==> src/rtl/mem_arb_pkg.sv <==
// mem_arb_pkg: shared FSM states, requester IDs and boolean constants for mem_arb
package mem_arb_pkg;
  typedef enum logic [1:0] {
    IDLE     = 2'd0,
    WAIT_IF  = 2'd1,
    WAIT_LSU = 2'd2
  } arb_state_e;
  localparam logic ARB_ID_IF  = 1'b0;
  localparam logic ARB_ID_LSU = 1'b1;
  localparam logic TRUE       = 1'b1;
  localparam logic FALSE      = 1'b0;
endpackage

==> src/rtl/mem_arb_pick.sv <==
// mem_arb_pick: 2-way IF/LSU winner selector; ARB_RR_EN turns tie-breaking into round-robin
module mem_arb_pick
  import mem_arb_pkg::*;
(
  input  logic if_req_i,
  input  logic lsu_req_i,
`ifdef ARB_RR_EN
  input  logic last_i,
`endif
  output logic any_o,
  output logic win_o
);
  // Winner among active requesters; a tie goes to LSU, or away from the last winner when rotating
  always_comb begin
    any_o = if_req_i | lsu_req_i;
`ifdef ARB_RR_EN
    win_o = (if_req_i & lsu_req_i) ? (last_i == ARB_ID_LSU ? ARB_ID_IF : ARB_ID_LSU)
                                   : (lsu_req_i ? ARB_ID_LSU : ARB_ID_IF);
`else
    win_o = lsu_req_i ? ARB_ID_LSU : ARB_ID_IF;
`endif
  end
endmodule

==> src/rtl/mem_arb.sv <==
// mem_arb: IF/LSU arbiter onto one memory bus, one transaction outstanding; ARB_RR_EN enables round-robin ties
module mem_arb
  import mem_arb_pkg::*;
#(
  parameter int ADDR_W = 32,
  parameter int DATA_W = 32
) (
  input  logic                clk,
  input  logic                rst_n,
  input  logic                if_req,
  input  logic [ADDR_W-1:0]   if_addr,
  output logic                if_gnt,
  output logic                if_rvalid,
  output logic [DATA_W-1:0]   if_rdata,
  input  logic                lsu_req,
  input  logic                lsu_we,
  input  logic [ADDR_W-1:0]   lsu_addr,
  input  logic [DATA_W-1:0]   lsu_wdata,
  input  logic [DATA_W/8-1:0] lsu_be,
  output logic                lsu_gnt,
  output logic                lsu_rvalid,
  output logic [DATA_W-1:0]   lsu_rdata,
  output logic                bus_req,
  output logic                bus_we,
  output logic [ADDR_W-1:0]   bus_addr,
  output logic [DATA_W-1:0]   bus_wdata,
  output logic [DATA_W/8-1:0] bus_be,
  input  logic                bus_gnt,
  input  logic                bus_rvalid,
  input  logic [DATA_W-1:0]   bus_rdata,
  output logic                arb_busy
);
  arb_state_e state_q;
  logic       any;
  logic       win;
  logic       sel_lsu;
`ifdef ARB_RR_EN
  logic       last_grant_q;
  mem_arb_pick u_pick (
    .if_req_i (if_req),
    .lsu_req_i(lsu_req),
    .last_i   (last_grant_q),
    .any_o    (any),
    .win_o    (win)
  );
  // Remember the most recent winner so the next tie goes the other way
  always_ff @(posedge clk or negedge rst_n)
    if (!rst_n) last_grant_q <= ARB_ID_LSU;
    else if (bus_req && bus_gnt) last_grant_q <= win;
`else
  mem_arb_pick u_pick (
    .if_req_i (if_req),
    .lsu_req_i(lsu_req),
    .any_o    (any),
    .win_o    (win)
  );
`endif
  // Claim the bus on a granted request, release it when the response arrives
  always_ff @(posedge clk or negedge rst_n)
    if (!rst_n) state_q <= IDLE;
    else case (state_q)
      IDLE:    if (bus_req && bus_gnt) state_q <= (win == ARB_ID_LSU) ? WAIT_LSU : WAIT_IF;
      default: if (bus_rvalid) state_q <= IDLE;
    endcase
  // Winner drives the bus combinationally while idle; payload is zeroed whenever no request
  always_comb begin
    sel_lsu    = (win == ARB_ID_LSU);
    bus_req    = rst_n & (state_q == IDLE) & any;
    bus_we     = bus_req & sel_lsu & lsu_we;
    bus_addr   = !bus_req ? '0 : (sel_lsu ? lsu_addr : if_addr);
    bus_wdata  = (bus_req & sel_lsu) ? lsu_wdata : '0;
    bus_be     = (bus_req & sel_lsu) ? lsu_be : '0;
    if_gnt     = bus_req & ~sel_lsu & bus_gnt;
    lsu_gnt    = bus_req & sel_lsu & bus_gnt;
    if_rvalid  = (state_q == WAIT_IF) & bus_rvalid;
    lsu_rvalid = (state_q == WAIT_LSU) & bus_rvalid;
    if_rdata   = bus_rdata;
    lsu_rdata  = bus_rdata;
    arb_busy   = (state_q != IDLE) | lsu_req | if_req;
  end
endmodule

==> config.mk <==
export PLATFORM = sky130hd
export DESIGN_NAME = mem_arb
export DESIGN_NICKNAME = d
export VERILOG_FILES = /design/src/rtl/mem_arb_pkg.sv /design/src/rtl/mem_arb_pick.sv /design/src/rtl/mem_arb.sv
export SDC_FILE = /design/constraint.sdc
export NUM_CORES = 1
export LEC_CHECK = 0
export ABC_AREA = 1
export BUFFER_PORTS_ARGS = -buffer_cell sky130_fd_sc_hd__buf_2
export CAP_MARGIN = 40
export CELL_PAD_IN_SITES_DETAIL_PLACEMENT = 0
export CELL_PAD_IN_SITES_GLOBAL_PLACEMENT = 1
export CORE_MARGIN = 10
export CORE_UTILIZATION = 14
export CTS_BUF_LIST = sky130_fd_sc_hd__clkbuf_2
export DETAILED_ROUTE_END_ITERATION = 8
export PLACE_DENSITY = 0.89
export RECOVER_POWER = 25
export REMOVE_ABC_BUFFERS = 1
export SKIP_LAST_GASP = 1
export SLEW_MARGIN = 20
export SYNTH_ARGS = -nofsm -noshare
export SYNTH_HDL_FRONTEND = slang
export SYNTH_SLANG_ARGS = --single-unit
==> constraint.sdc <==
create_clock -name clk -period 1.6 [get_ports clk]
set_input_delay 0.32 -clock clk [delete_from_list [all_inputs] [get_ports clk]]
set_output_delay 0.32 -clock clk [all_outputs]
set_load 0.02 [all_outputs]
==> flow_metrics.py <==
metrics = {
    "placed_design": {
        "pre_cts_ws_ns": -0.0391,
        "placed_area_um2": 2100,
        "place_hpwl_um": 8740,
        "gp_congestion": 0.819,
        "portBuffers": 181,
    },
    "setup_path": {
        "start_kind": "flop",
        "critPathKind": "flop to output port",
        "cp_max_fo": 12,
        "worstReg2RegEnd": "state_q[1]",
        "critPathRequiredTime_ns": 1.28,
        "worst_setup_path_end_kind": "output port",
        "reg2regPathDepth": 6,
        "rr_startpoint": "state_q[1]",
        "cp.arrival_ns": 1.42,
        "rrSetupSlack_ns": 0.53,
    },
    "power": {
        "netSwitchingFraction_pct": 54.2,
        "power_density_nw_per_um2": 723,
        "intPower_mw": 0.849,
        "p_comb_share_pct": 90.4,
        "vdd_drop_max_mv": 0.235,
        "seqPwrFrac_pct": 5.3,
        "p_leak_nw": 1.51,
        "clkPwrFrac_pct": 4.3,
        "switchingPower_mw": 1.01,
    },
    "final_layout": {
        "drive_above_1_share_pct": 62.2,
        "diodes": 0,
        "fin_nets": 535,
        "fin_util_pct": 24.8,
        "area_growth_syn_to_layout_pct": 72.8,
        "top_regs": "state_q (2)",
        "finalInstanceArea_um2": 2560,
        "mostFrequentLayoutCell": "buf_2",
        "regMostFlops": "state_q",
        "mostFrequentLayoutCells": "buf_2 (118), nand2_1 (68), buf_4 (51)",
        "largest_register_ffs": 2,
    },
    "global_routing": {
        "grt_use_total_pct": 12.1,
        "antenna_found_initial": 0,
        "grt_max_degree": 23,
        "grt-ovfl-total": 0,
        "grt_pass1_wl_um": 13500,
        "grt_pass1_vias": 2135,
    },
    "synth": {
        "yosys_warnings": 0,
        "yosysSeqAreaShare_pct": 3.37,
        "syn_area_um2": 1480,
        "ys_ff_latch": 2,
        "syn_inst": 271,
        "syn_avg_cell_area_um2": 5.48,
        "ys_types": 17,
    },
    "sta": {
        "rsz0062_at_grt": "yes",
        "fin_skew_ns": 0.00402,
        "fin_crit_ns": 1.74,
        "tightest_slew_ns": 0.235,
        "drv_slew": 0,
        "setup_viol": 71,
        "max_slew_margin_pct": 84.2,
        "hold_viol": 0,
        "fmax_mhz": 576,
        "layout_setup_ws_ns": -0.136,
        "fin_crit_sh_pct": 109,
    },
    "worst_hold_path": {
        "whs_endpoint": "state_q[0]",
        "min_from": "bus_gnt",
        "min_path_cells": 3,
        "hp-class": "primary input to flop",
    },
    "routing": {
        "wirelength_um": 10200,
        "ant_nets": 0,
        "routed_via_density": 3.84,
        "drc_errors": 0,
        "first_pass_iters": 4,
        "dr_total_vias": 2037,
        "drt_iter0_drc": 98,
        "drt-wirelength-per-cell_um": 19.2,
    },
    "die": {
        "core-area_um2": 10300,
        "start_util_pct": 14.4,
        "die_h_um": 123,
        "dieArea_um2": 15100,
        "pin_count": 278,
        "die_w_um": 123,
        "num_rows": 37,
    },
    "run": {
        "cap_violations": 0,
    },
    "clock_network": {
        "insertion_delay_ns": 0.20,
        "cts_tree": "built",
        "clock-sinks": 2,
        "root_buffer": "clkbuf_2",
        "clk_path_buf_depth": 2,
        "cts_made_buffers": 3,
        "clkTransAtPathRegs_ns": 0.03,
        "htree_levels": 1,
    },
    "run_status": {
        "status": "finished, violations left",
        "violations": "negative setup slack",
    },
}
==> cell usage after synthesis (all sizes together) <==
library cell | instances | area, µm²
nand2 | 70 | 273
inv | 42 | 163
clkbuf | 6 | 22.5
o21ai | 1 | 5.00
a21oi | 32 | 160
nand3 | 6 | 42.5
nor2 | 40 | 225
nand4 | 1 | 6.26
buf | 71 | 537
dfrtp | 2 | 50.1
==> layout make-up <==
| cell class | count | area [µm²] |
|---|---|---|
| multi-input combinational | 150 | 830 |
| sequential | 2 | 50.0 |
| tap | 136 | 170 |
| inverter | 42 | 163 |
| timing repair buffer | 197 | 1340 |
| fill | 1157 | 7760 |
| clock buffer | 3 | 15.0 |
==> power by group through the flow <==
stage	sequential [mW]	clock [mW]	combinational [mW]
floorplan	0.101	0	0.722
global placement	0.0902	0	1.36
detailed placement	0.0906	0	1.36
CTS	0.0988	0.0845	1.66
global route	0.100	0.0900	1.81
finish	0.0985	0.0796	1.68
==> worst max path at each step <==
| stage | startpoint | to | slack [ns] | depth (start not counted) |
|---|---|---|---|---|
| CTS | state_q[0] | bus_wdata[19] | -0.18 | 7 |
| detailed placement | lsu_req | bus_wdata[19] | -0.04 | 9 |
| global placement | lsu_req | bus_wdata[19] | -0.002 | 9 |
| floorplan | state_q[1] | bus_be[3] | -0.39 | 5 |
| finish | state_q[1] | bus_be[3] | -0.14 | 7 |
| global route | state_q[1] | bus_wdata[12] | -0.22 | 7 |
==> stage by stage <==
step	power [mW]	TNS (ns)	cells	hold slack [ns]
2_1_floorplan	0.824	-11.81	194	0.0244
3_3_place_gp	1.45	-0.00222	523	0.141
3_5_place_dp	1.46	-0.141	523	0.143
4_1_cts	1.84	-9.27	530	0.429
5_1_grt	2.00	-12.38	530	0.435
6_report	1.86	-6.32	530	0.431
==> critical path, cell delays in order, from the launching register on <==
cell and delay [ns]:
dfrtp_1 0.39, nor2_4 0.15, nand3_4 0.10, inv_4 0.09
nand2_8 0.09, buf_12 0.16, nor2_1 0.09, buf_4 0.15
==> metal layers <==
| metal | vias to the layer above | GRT usage (%) | part of all wire (%) | wire [µm] |
|---|---|---|---|---|
| met1 | 855 | 10.5 | 30 | 3100 |
| met3 | 9 | 15.4 | 28 | 2860 |
| met2 | 187 | 16.5 | 39 | 3970 |
| met5 | - | 9.87 | 1.9 | 197 |
| li1 | 982 | - | - | - |
| met4 | 4 | 2.06 | 0.76 | 78 |
==> logic make-up (layout without fill, tap and decap cells) <==
group	after synthesis	after routing	synth area share, %
simple gates	117	117	36.8
buf+inv	119	242	48.7
compound gates	33	33	11.1
flops	2	2	3.37
==> repair_timing <==
| item | CTS | global route |
|---|---|---|
| hold buffers | 1 | 0 |
| endpoints found under the hold margin | 2 | 0 |
| endpoints found under the setup margin | 71 | 72 |
| cloned | 2 | 0 |
| gates resized for setup | 100 | 19 |
| setup buffers | 2 | 0 |
| pin swaps | 2 | 1 |
No activity file was read; power rests on OpenSTA's default activity.
